## config.mk

```make
export PLATFORM = sky130hd
export DESIGN_NAME = instr_loader
export DESIGN_NICKNAME = d
export VERILOG_FILES = /design/src/rtl/instr_loader.sv
export SDC_FILE = /design/constraint.sdc
export NUM_CORES = 1
export LEC_CHECK = 0
export CORE_ASPECT_RATIO = 0.9
export CORE_MARGIN = 2
export CORE_UTILIZATION = 50
export CTS_BUF_LIST = sky130_fd_sc_hd__clkbuf_8
export CTS_CLUSTER_DIAMETER = 80
export CTS_CLUSTER_SIZE = 20
export DETAILED_ROUTE_END_ITERATION = 7
export PLACE_DENSITY = 0.76
export SYNTH_ARGS = -nofsm -noshare
export SYNTH_HDL_FRONTEND = slang
export SYNTH_SLANG_ARGS = --single-unit
export TNS_END_PERCENT = 50
```

## constraint.sdc

```tcl
create_clock -name i_clk -period 7.7 [get_ports i_clk]
set_input_delay 1.925 -clock i_clk [delete_from_list [all_inputs] [get_ports i_clk]]
set_output_delay 1.925 -clock i_clk [all_outputs]
set_load 0.005 [all_outputs]
```

## src/rtl/instr_loader.sv

```systemverilog
// instr_loader: boot-time program loader and writer side of instruction-memory port B.
//   Assembles a little-endian byte stream into 32-bit words. The stream is
//   LEN(N), then N words, then CSUM (XOR of all N words). The words are written
//   to consecutive locations and then read back, and both XORs are checked.
//   The core is held in reset unless the last load passed.
// Ports:
//   i_clk, i_rst_n              clock, async active-low reset
//   i_start                     arm pulse (IDLE/DONE/ERR only)
//   i_s_valid/i_s_data/o_s_ready  byte stream handshake
//   o_axi_instr_en/we/addr/din  memory port B request; i_axi_instr_dout read data (1-cycle latency)
//   o_core_rst                  active-high pipeline reset
//   o_busy/o_done/o_error       status levels
//   o_words_loaded              words written in the current/last load
module instr_loader #(
  parameter int INSTR_MEM_LEN = 15,
  parameter int INSTR_WIDTH   = 32
) (
  input  logic                     i_clk,
  input  logic                     i_rst_n,
  input  logic                     i_start,
  input  logic                     i_s_valid,
  input  logic [7:0]               i_s_data,
  output logic                     o_s_ready,
  output logic                     o_axi_instr_en,
  output logic [3:0]               o_axi_instr_we,
  output logic [INSTR_MEM_LEN-1:0] o_axi_instr_addr,
  output logic [INSTR_WIDTH-1:0]   o_axi_instr_din,
  input  logic [INSTR_WIDTH-1:0]   i_axi_instr_dout,
  output logic                     o_core_rst,
  output logic                     o_busy,
  output logic                     o_done,
  output logic                     o_error,
  output logic [INSTR_MEM_LEN-2:0] o_words_loaded
);
  localparam int MAX_WORDS = 2**(INSTR_MEM_LEN-2);
  localparam int CW        = INSTR_MEM_LEN-1;   // holds 0..MAX_WORDS
  localparam logic [CW-1:0] ONE = 1;

  typedef enum logic [3:0] {
    S_IDLE, S_LEN, S_DATA, S_WRITE, S_CSUM, S_VERIFY, S_VCHK, S_DONE, S_ERR
  } state_t;

  state_t                   r_state, w_nstate;
  logic [1:0]               r_bcnt;
  logic [INSTR_WIDTH-1:0]   r_word, r_wxor, r_rxor, r_csum;
  logic [CW-1:0]            r_n, r_idx, r_ridx;
  logic                     r_rvld;
  logic                     r_s_ready, r_en, r_core_rst, r_busy, r_done, r_error;
  logic [3:0]               r_we;
  logic [INSTR_MEM_LEN-1:0] r_addr;
  logic [INSTR_WIDTH-1:0]   r_din;

  logic                     w_acc, w_last, w_go;
  logic [INSTR_WIDTH-1:0]   w_word, w_rxor_fin;
  logic [CW-1:0]            w_idx_inc, w_ridx_nxt;

  assign w_acc      = r_s_ready & i_s_valid;
  assign w_last     = w_acc && (r_bcnt == 2'd3);
  // bytes shift in from the top so byte k ends up in bits [8k+7:8k]
  assign w_word     = {i_s_data, r_word[INSTR_WIDTH-1:8]};
  assign w_idx_inc  = r_idx + ONE;
  assign w_ridx_nxt = (r_state == S_VERIFY) ? r_ridx + ONE : '0;
  // the last read's data arrives during VCHK, so fold it in combinationally
  assign w_rxor_fin = r_rvld ? (r_rxor ^ i_axi_instr_dout) : r_rxor;

  always_ff @(posedge i_clk or negedge i_rst_n) begin
    if (!i_rst_n) r_state <= S_IDLE;
    else          r_state <= w_nstate;
  end

  always_comb begin
    w_nstate = r_state;
    w_go     = 1'b0;
    case (r_state)
      S_IDLE, S_DONE, S_ERR:
        if (i_start) begin
          w_nstate = S_LEN;
          w_go     = 1'b1;
        end
      S_LEN:
        if (w_last) begin
          if (w_word > INSTR_WIDTH'(MAX_WORDS)) w_nstate = S_ERR;
          else if (w_word == '0)                w_nstate = S_CSUM;
          else                                  w_nstate = S_DATA;
        end
      S_DATA:   if (w_last) w_nstate = S_WRITE;
      S_WRITE:  w_nstate = (w_idx_inc < r_n) ? S_DATA : S_CSUM;
      S_CSUM:   if (w_last) w_nstate = S_VERIFY;
      S_VERIFY: if (r_n == '0 || r_ridx == r_n - ONE) w_nstate = S_VCHK;
      S_VCHK:   w_nstate = (w_rxor_fin == r_csum && r_wxor == r_csum) ? S_DONE : S_ERR;
      default:  w_nstate = S_IDLE;
    endcase
  end

  // Datapath and registered outputs; outputs are computed from the next state
  // so each one reflects the state it belongs to with no combinational path out.
  always_ff @(posedge i_clk or negedge i_rst_n) begin
    if (!i_rst_n) begin
      r_bcnt <= '0; r_word <= '0; r_wxor <= '0; r_rxor <= '0; r_csum <= '0;
      r_n <= '0; r_idx <= '0; r_ridx <= '0; r_rvld <= 1'b0;
      r_s_ready <= 1'b0; r_en <= 1'b0; r_we <= '0; r_addr <= '0; r_din <= '0;
      r_core_rst <= 1'b1; r_busy <= 1'b0; r_done <= 1'b0; r_error <= 1'b0;
    end else begin
      if (w_acc) begin
        r_word <= w_word;
        r_bcnt <= r_bcnt + 2'd1;
      end
      if (w_go) begin
        r_bcnt <= '0; r_idx <= '0; r_n <= '0;
        r_wxor <= '0; r_rxor <= '0; r_csum <= '0;
      end
      if (r_state == S_LEN  && w_last) r_n    <= w_word[CW-1:0];
      if (r_state == S_CSUM && w_last) r_csum <= w_word;
      if (r_state == S_WRITE) begin
        r_wxor <= r_wxor ^ r_word;
        r_idx  <= w_idx_inc;
      end
      if (w_nstate == S_VERIFY) r_ridx <= w_ridx_nxt;
      r_rvld <= r_en && (r_we == 4'h0);
      if (r_rvld) r_rxor <= r_rxor ^ i_axi_instr_dout;

      r_s_ready  <= (w_nstate == S_LEN) || (w_nstate == S_DATA) || (w_nstate == S_CSUM);
      r_en       <= (w_nstate == S_WRITE) || (w_nstate == S_VERIFY && r_n != '0);
      r_we       <= (w_nstate == S_WRITE) ? 4'hF : 4'h0;
      r_din      <= (w_nstate == S_WRITE) ? w_word : '0;
      if (w_nstate == S_WRITE)                      r_addr <= {r_idx[CW-2:0], 2'b00};
      else if (w_nstate == S_VERIFY && r_n != '0)   r_addr <= {w_ridx_nxt[CW-2:0], 2'b00};
      else                                          r_addr <= '0;
      r_core_rst <= (w_nstate != S_DONE);
      r_busy     <= !(w_nstate == S_IDLE || w_nstate == S_DONE || w_nstate == S_ERR);
      r_done     <= (w_nstate == S_DONE);
      r_error    <= (w_nstate == S_ERR);
    end
  end

  assign o_s_ready        = r_s_ready;
  assign o_axi_instr_en   = r_en;
  assign o_axi_instr_we   = r_we;
  assign o_axi_instr_addr = r_addr;
  assign o_axi_instr_din  = r_din;
  assign o_core_rst       = r_core_rst;
  assign o_busy           = r_busy;
  assign o_done           = r_done;
  assign o_error          = r_error;
  assign o_words_loaded   = r_idx;
endmodule

```

Word-level counts from Yosys, hierarchy flattened
Index checks and enable logic that the tools add are counted.
{"block": "totals", "regBits": 234, "output_inout_bits": 71, "in_bits": 44, "wordCells": 100}
{"block": "op_classes", "n_addsub": 4, "n_reduce_logical": 25, "n_mux": 27, "bitwise": 3, "magnitude_cmp": 2, "eq_ne": 20}
{"operator": "$mux 32", "count": 6}
{"operator": "$eq 32x32->1", "count": 2}
{"operator": "$xor 32x32->32", "count": 2}
{"operator": "$mux 14", "count": 4}
{"operator": "$gt 32x14->1 const B", "count": 1}
{"operator": "$logic_not 32->1", "count": 1}
{"operator": "$mux 4", "count": 8}
{"operator": "$mux 15", "count": 2}
{"operator": "$add 14x1->14 const B", "count": 2}
{"operator": "$eq 4x3->1 const B", "count": 7}
{"operator": "$pmux 4 s7", "count": 1}
{"operator": "$eq 4x2->1 const B", "count": 4}
{"operator": "$eq 14x14->1", "count": 1}
{"operator": "$logic_not 14->1", "count": 1}
{"operator": "$lt 14x14->1", "count": 1}
{"operator": "$reduce_bool 14->1", "count": 1}
{"operator": "$sub 14x1->14 const B", "count": 1}
{"operator": "$logic_not 4->1", "count": 3}
{"operator": "$reduce_bool 2->1", "count": 5}
{"operator": "$eq 4x1->1 const B", "count": 2}
{"operator": "$eq 4x4->1 const B", "count": 2}
{"operator": "$logic_and 1x1->1", "count": 6}
{"operator": "$logic_or 1x1->1", "count": 6}
{"operator": "$mux 3", "count": 2}
{"operator": "8 further kinds", "count": 10}

Depth between registers and ports, before layout
Gate-level depths: netlist (run 1).
{"block": "depth", "word_depth": 10, "mapped_depth": 16, "mapped_depth_nobuf": 15}

Worst setup path before layout (run 1)
Ideal clock, no wire load.
{"block": "synth_timing", "path_type": "input to register", "from": "input i_axi_instr_dout[10]", "to": "register r_ridx[10]", "arrival_time_ps": 3854, "required_ps": 7582, "cell_stages": 10, "path_buffers": 1, "setup_ps": 118, "slack_ps": 3728, "path_cell_list": "nor3b_1 nor4_1 o2111ai_1 or4_1 nor4_2 nand3_2 nand3b_2 nand3b_4 buf_6 a21o_1"}
{"block": "synth_between", "elab_chain_len": 7}
{"element": "start: declaration", "line_no": "28", "rtl": "input logic [INSTR_WIDTH-1:0] i_axi_instr_dout,"}
{"element": "$xor 32x32->32", "line_no": "64", "rtl": "assign w_rxor_fin = r_rvld ? (r_rxor ^ i_axi_instr_dout) : r_rxor;"}
{"element": "$mux 32", "line_no": "64"}
{"element": "$eq 32x32->1", "line_no": "90", "rtl": "S_VCHK: w_nstate = (w_rxor_fin == r_csum && r_wxor == r_csum) ? S_DONE : S_ERR;"}
{"element": "$logic_and 1x1->1", "line_no": "90"}
{"element": "$mux 4", "line_no": "90"}
{"element": "$pmux 4 s7", "line_no": "74", "rtl": "case (r_state)"}
{"element": "net w_nstate[2]", "line_no": "43", "rtl": "state_t r_state, w_nstate;"}
{"element": "$eq 4x3->1", "line_no": "118", "rtl": "if (w_nstate == S_VERIFY) r_ridx <= w_ridx_nxt;"}
{"element": "end signal: assignment", "line_no": "118"}
{"element": "end: declaration", "line_no": "46", "rtl": "logic [CW-1:0] r_n, r_idx, r_ridx;"}
The timed path passes the listed nets, and every way through them passes these cells.
A chain may end at the register's enable or synchronous reset.

Worst setup path in the final report (run 1)
{"block": "layout_timing", "from": "input i_axi_instr_dout[13]", "to": "register r_ridx[13]"}
Same word-level chain as after synthesis.

==> results.json, run 1 <==
{
  "via_count": 8905,
  "synth-seq-cells": 229,
  "yosysTopAreaCell": "dfrtp_1",
  "worstMarginPinSlew_ns": 1.08,
  "crit_fanout": 15,
  "max_stage_delay_ns": 0.58,
  "p_total_mw": 3.76,
  "cts_resized": 0,
  "grt_pass1_vias": 8531,
  "p_int_mw": 2.27,
  "power_frac_comb_pct": 35.8,
  "fmaxAchievable_mhz": 220,
  "synth_top_family_by_area": "simple AND/OR/NAND/NOR gates",
  "clockPowerShare_pct": 14.8,
  "status": "complete, no violations",
  "core-area_mm2": 0.0233,
  "yosysWarnings": 0,
  "start_kind": "input pin",
  "netlist_area_mm2": 0.0118,
  "synthDistinctLibCells": 68,
  "numPortBuffers": 112,
  "p_seq_share_pct": 49.4,
  "antenna_found_initial": 0,
  "clockBufferDepth": 3,
  "area_growth_pct": 13.3,
  "synth_xor_area_share_pct": 14.1,
  "maxSlewViolCount": 0,
  "synthTopCellsByCount": "dfrtp_1 (228), nand2_1 (220), xor2_1 (121), o21ai_0 (88), nor2_1 (66)",
  "ys_top_cells_by_area": "dfrtp_1 (48%), xor2_1 (9.0%), nand2_1 (7.0%)",
  "postSynth.asyncResetShare_pct": 100,
  "hold_viol": 0,
  "period_needed_ns": 4.54,
  "grt_overflow": 0,
  "hpwl_um": 19500,
  "cpMaxStageDelayCell": "nor4_1",
  "cts-buffers-inserted": 15,
  "synthFlopType": "dfrtp_1",
  "final.fill_count": 1971,
  "relSlewSlack_pct": 27.3,
  "drcViolationCount": 0,
  "synth_edf_count": 0,
  "grt_usage_pct": 22.8,
  "rsz0062_at_grt": "no",
  "maxCapViolations": 0,
  "endpoint_kind": "flop",
  "post-route-period-util_pct": 59.0,
  "ant_nets": 0,
  "grt_start_max_net_pins": 179,
  "switching_power_mw": 1.49,
  "cts_tree": "yes",
  "start_util_pct": 50.7,
  "synth_compound_area_share_pct": 9.76,
  "hp-class": "flop to flop",
  "setup_violations": 0,
  "synthMuxAreaShare_pct": 3.23,
  "seq_area_frac_synth_pct": 48.6,
  "grt_pass1_wl_um": 45700,
  "die_area_mm2": 0.0248,
  "cts_hold_buf": 0,
  "nNetsFinal": 1340,
  "crit_required_ns": 8.10,
  "drt-initial-drc-count": 796,
  "path_cells": "clkdlybuf4s50_1 > nand2_1 > xnor2_1 > nor4_1 > o211ai_1 > nor4_1 > nand3_2 > nand3b_2 > nand3b_4 > a211o_1",
  "yosys.area.top_type_share_pct": 48.4,
  "insertion_delay_ns": 0.52,
  "antennaDiodeCount": 0,
  "drt-pass1-iter-count": 6,
  "wl_um": 28300,
  "swShare_pct": 39.7,
  "p_leak_nw": 6.20,
  "cts_root_buf": "clkbuf_8",
  "crit_top_cell": "nor4_1",
  "worstSetupPathType": "input pin to flop",
  "crit_buf_inv": 1,
  "gp_congestion": 0.890,
  "powerDensity_mw_per_mm2": 281,
  "cts_post_setup_buffers_inserted": 0,
  "synthAdderAreaFrac_pct": 1.91,
  "avgViaCountPerCell": 5.62,
  "syn_avg_cell_area_um2": 9.81,
  "die_w_um": 166,
  "crit_family": "simple AND/OR/NAND/NOR gates",
  "die_h_um": 150,
  "pin_count": 115,
  "fin_tns_setup_ns": 0,
  "postSynthCellCount": 1203,
  "synth_most_common_cell": "dfrtp_1",
  "htreeDepth": 1,
  "path_clk_slew_ns": 0.12,
  "max-vdd-ir-drop_v": 0.000149,
  "final_layout_size_suffix_gt1_share_pct": 6.63,
  "routedWlPerCell_um": 17.8,
  "rows": 53,
  "cts_sinks": 229,
  "worst_ep_arrival_time_ns": 4.94,
  "yosys.area_share.simple_pct": 19.3,
  "fin_skew_ns": 0.0188
}
==> routing by layer <==
metal	global-route usage, %	share of wire, %	vias up
li1	-	-	4208
met5	0	0	-
met4	5.09	1.7	0
met2	35.8	45	279
met1	33.7	47	4381
met3	3.39	6.0	37
==> cell usage in the layout (no fill, tap or decap), drive strengths merged, types with 5 or more instances in the layout <==
| cell | Yosys | routed |
|---|---|---|
| a21o | 20 | 20 |
| a21oi | 13 | 13 |
| a22o | 18 | 18 |
| and2 | 33 | 33 |
| and3 | 8 | 8 |
| buf | 14 | 10 |
| clkbuf | 50 | 15 |
| clkdlybuf4s50 | 0 | 111 |
| dfrtp | 228 | 228 |
| ha | 18 | 18 |
| inv | 23 | 28 |
| mux2 | 33 | 33 |
| nand2 | 220 | 220 |
| nand2b | 7 | 7 |
| nand3 | 34 | 34 |
| nand4 | 17 | 17 |
| nand4b | 6 | 6 |
| nor2 | 66 | 66 |
| nor2b | 6 | 6 |
| nor3 | 19 | 19 |
| nor3b | 5 | 5 |
| nor4 | 24 | 24 |
| o21ai | 91 | 91 |
| o22ai | 5 | 5 |
| xnor2 | 61 | 61 |
| xor2 | 121 | 121 |
==> layout make-up <==
class                           count  area, um2  share of cell area, %
Sequential cell                   229       5730                   42.9
Tap cell                          302        378                   2.83
Inverter                           23       86.3                  0.646
Multi-Input combinational cell    888       5730                   42.9
Timing Repair Buffer              121       1210                   9.02
Clock inverter                      6       28.8                  0.215
Clock buffer                       15        206                   1.54
==> path summary, 6_finish.rpt <==
| path | start | end | slack (ns) | cells after the start |
|---|---|---|---|---|
| min in group asynchronous | i_rst_n | r_rxor[5] | 1.29 | 1 |
| min reg2reg | r_rxor[3] | r_rxor[3] | 0.52 | 1 |
| max reg2reg | r_rvld | r_ridx[13] | 3.51 | 10 |
| max | i_axi_instr_dout[13] | r_ridx[13] | 3.16 | 10 |
| max in group asynchronous | i_rst_n | r_rvld | 5.00 | 2 |
| min | r_rxor[3] | r_rxor[3] | 0.52 | 1 |
==> worst reg2reg max path, cell delays in order, from the launching register on <==
cell and delay, ns:
dfrtp_2 0.94, buf_4 0.55, nand2_1 0.14, xnor2_1 0.14
nor4_1 0.45, o211ai_1 0.17, nor4_1 0.58, nand3_2 0.30
nand3b_2 0.24, nand3b_4 0.22, a211o_1 0.35
==> registers in the layout (all words and copies together) (netlist names), 2 cells and up <==
name / flops
r_wxor: 32
r_n: 14
r_bcnt: 2
o_axi_instr_din: 32
r_rxor: 32
r_state: 4
o_axi_instr_addr: 13
r_word: 32
r_ridx: 14
r_csum: 32
o_words_loaded: 14
==> through the flow <==
step	setup WS, ns	std cells	util, %	instance area [um2]	hold WS (ns)
after floorplan	3.73	1204	-	11800	0.478
final	3.16	1584	57.4	13400	0.518
after global routing	3.00	1584	57.4	13400	0.539
after detailed placement	2.68	1563	56.4	13100	0.495
after global placement	2.78	1563	56.4	13100	0.487
after CTS	3.23	1584	57.4	13400	0.520
==> power groups by stage <==
stage	clock network (mW)	registers, mW	logic [mW]
final	0.557	1.86	1.35
after global routing	0.616	1.89	1.50
after CTS	0.578	1.85	1.34
after detailed placement	0	1.87	1.34
after global placement	0	1.86	1.29
after floorplan	0	1.70	1.04
==> cell families after synthesis <==
logic type / count (synthesis)
AOI/OAI and AO/OA: 182
xor gates and xnor gates: 185
adders and majority gates: 18
buffers and inverters: 87
DFF: 229
muxes: 34
other: 1
and+or+nand+nor: 467
(Power assumes the default switching activity.)
==> inputs of run 2 (changes only) <==
Clock period 7.7 ns to 4.2 ns, I/O delays scaled along.
==> results.json, run 2 (synthesis results as in run 1) <==
{
  "status": "complete, no violations",
  "die_h_um": 150,
  "ant_nets": 0,
  "insertion_delay_ns": 0.54,
  "path_cells": "ha_1 > nand3_1 > nor2_2 > and3_1 > xor2_1 > ha_1 > nand4_1 > a2111oi_0 > nor3_1 > a211oi_1 > nand4_2 > nand3b_4 > a211o_1",
  "drt-initial-drc-count": 735,
  "avgViaCountPerCell": 5.60,
  "grt_usage_pct": 23.0,
  "antenna_found_initial": 0,
  "layout_common_cells": "dfrtp_1 (227), nand2_1 (219), xor2_1 (121)",
  "area_growth_pct": 14.5,
  "gp_congestion": 0.842,
  "cpMaxStageDelayCell": "dfrtp_1",
  "die_area_mm2": 0.0248,
  "reg2reg_from": "o_words_loaded[0]",
  "final_common_cell": "dfrtp_1",
  "start_kind": "flop",
  "dp.cells": 1574,
  "max_stage_delay_ns": 0.50,
  "drcViolationCount": 0,
  "pin_count": 115,
  "rsz0062_at_grt": "no",
  "powerDensity_mw_per_mm2": 526,
  "fmaxAchievable_mhz": 269,
  "relSlewSlack_pct": 27.9,
  "hp-class": "input pin to async pin",
  "cts_root_buf": "clkbuf_8",
  "endpoint_kind": "flop",
  "worstSetupPathType": "flop to flop",
  "start_util_pct": 50.7,
  "post-route-period-util_pct": 88.7,
  "crit_required_ns": 4.64,
  "drt-pass1-iter-count": 5,
  "crit_top_cell": "ha_1",
  "timing.hold.ws_ns": 0.484,
  "cts_hold_buf": 0,
  "crit_fanout": 15,
  "p_leak_nw": 6.28,
  "startpoint": "o_words_loaded[0]",
  "hpwl_um": 20100,
  "hold_viol": 0,
  "place_ws_ns": 0.183,
  "path_clk_slew_ns": 0.12,
  "setup_ws_ns": 0.477,
  "crit_family": "simple AND/OR/NAND/NOR gates",
  "fin_cells": 1599,
  "setup_violations": 0,
  "final_util_pct": 58.1,
  "rows": 53,
  "cts-buffers-inserted": 16,
  "cts_tree": "yes",
  "wl_um": 28600,
  "via_count": 8949,
  "grt_start_max_net_pins": 90,
  "numPortBuffers": 112,
  "fin_skew_ns": 0.0307,
  "clockBufferDepth": 3,
  "maxCapViolations": 0,
  "die_w_um": 166,
  "htreeDepth": 1,
  "final_layout_size_suffix_gt1_share_pct": 7.79,
  "grt_overflow": 0,
  "antennaDiodeCount": 0,
  "worst_ep_arrival_time_ns": 4.16,
  "core-area_mm2": 0.0233,
  "nNetsFinal": 1352,
  "crit_buf_inv": 0,
  "maxSlewViolCount": 0,
  "worstMarginPinSlew_ns": 1.08,
  "fin_tns_setup_ns": 0,
  "max-vdd-ir-drop_v": 0.000260,
  "routedWlPerCell_um": 17.9,
  "grt_pass1_wl_um": 46100,
  "cts_sinks": 229,
  "grt_pass1_vias": 8621,
  "period_needed_ns": 3.72
}
## run 2: cell types whose count changed in the layout (fill, tap and decap cells not counted), sizes merged
cell,previous run,this run
clkbuf,15,18
clkinv,1,0
inv,28,29
buf,10,21
clkinvlp,0,1
## run 2: final cells by class
type | count | area, um2
fill | 1952 | 9760
multi-input combinational | 888 | 5730
sequential | 229 | 5730
timing repair buffer | 132 | 1290
tap | 302 | 378
clock buffer | 18 | 248
inverter | 23 | 86.3
clock inverter | 7 | 47.5
## run 2: stage by stage
stage / cell area, um2 / total power, mW
after global placement: 13200 / 5.86
after global routing: 13500 / 7.53
final: 13500 / 7.11
after CTS: 13500 / 7.12
after detailed placement: 13200 / 5.98
after floorplan: 11800 / 5.04
## run 2: per-layer routing
layer  up-vias  wire length, um  track usage (%)
met5         -                0                0
met4         0              663             5.83
met3        44             1590             2.78
met2       266            12800             36.0
met1      4408            13500             34.4
li1       4231                -                -
## run 2: report_power, final
part	switching (mW)	leakage [nW]	total (mW)	internal, mW
Sequential	0.736	3.10	3.41	2.67
Clock	0.724	0.163	1.13	0.410
Combinational	1.35	3.02	2.56	1.21
Total	2.81	6.28	7.11	4.30
## run 2: worst paths after layout
check | end | slack, ns | cells after the start
worst max-delay path | r_ridx[13] | 0.48 | 13
max in group asynchronous | o_core_rst | 2.76 | 2
worst min-delay path | r_rxor[12] | 0.48 | 1
min in group i_clk | r_word[4] | 0.52 | 1
worst max register to register | r_ridx[13] | 0.48 | 13
worst min register to register | r_word[4] | 0.52 | 1
## run 2: what timing repair did
action                                  4_1_cts  5_1_grt
endpoints found under the setup margin        0        2
gates resized for setup                       0        1
buffers inserted                              0        0
endpoints found under the hold margin         0        0
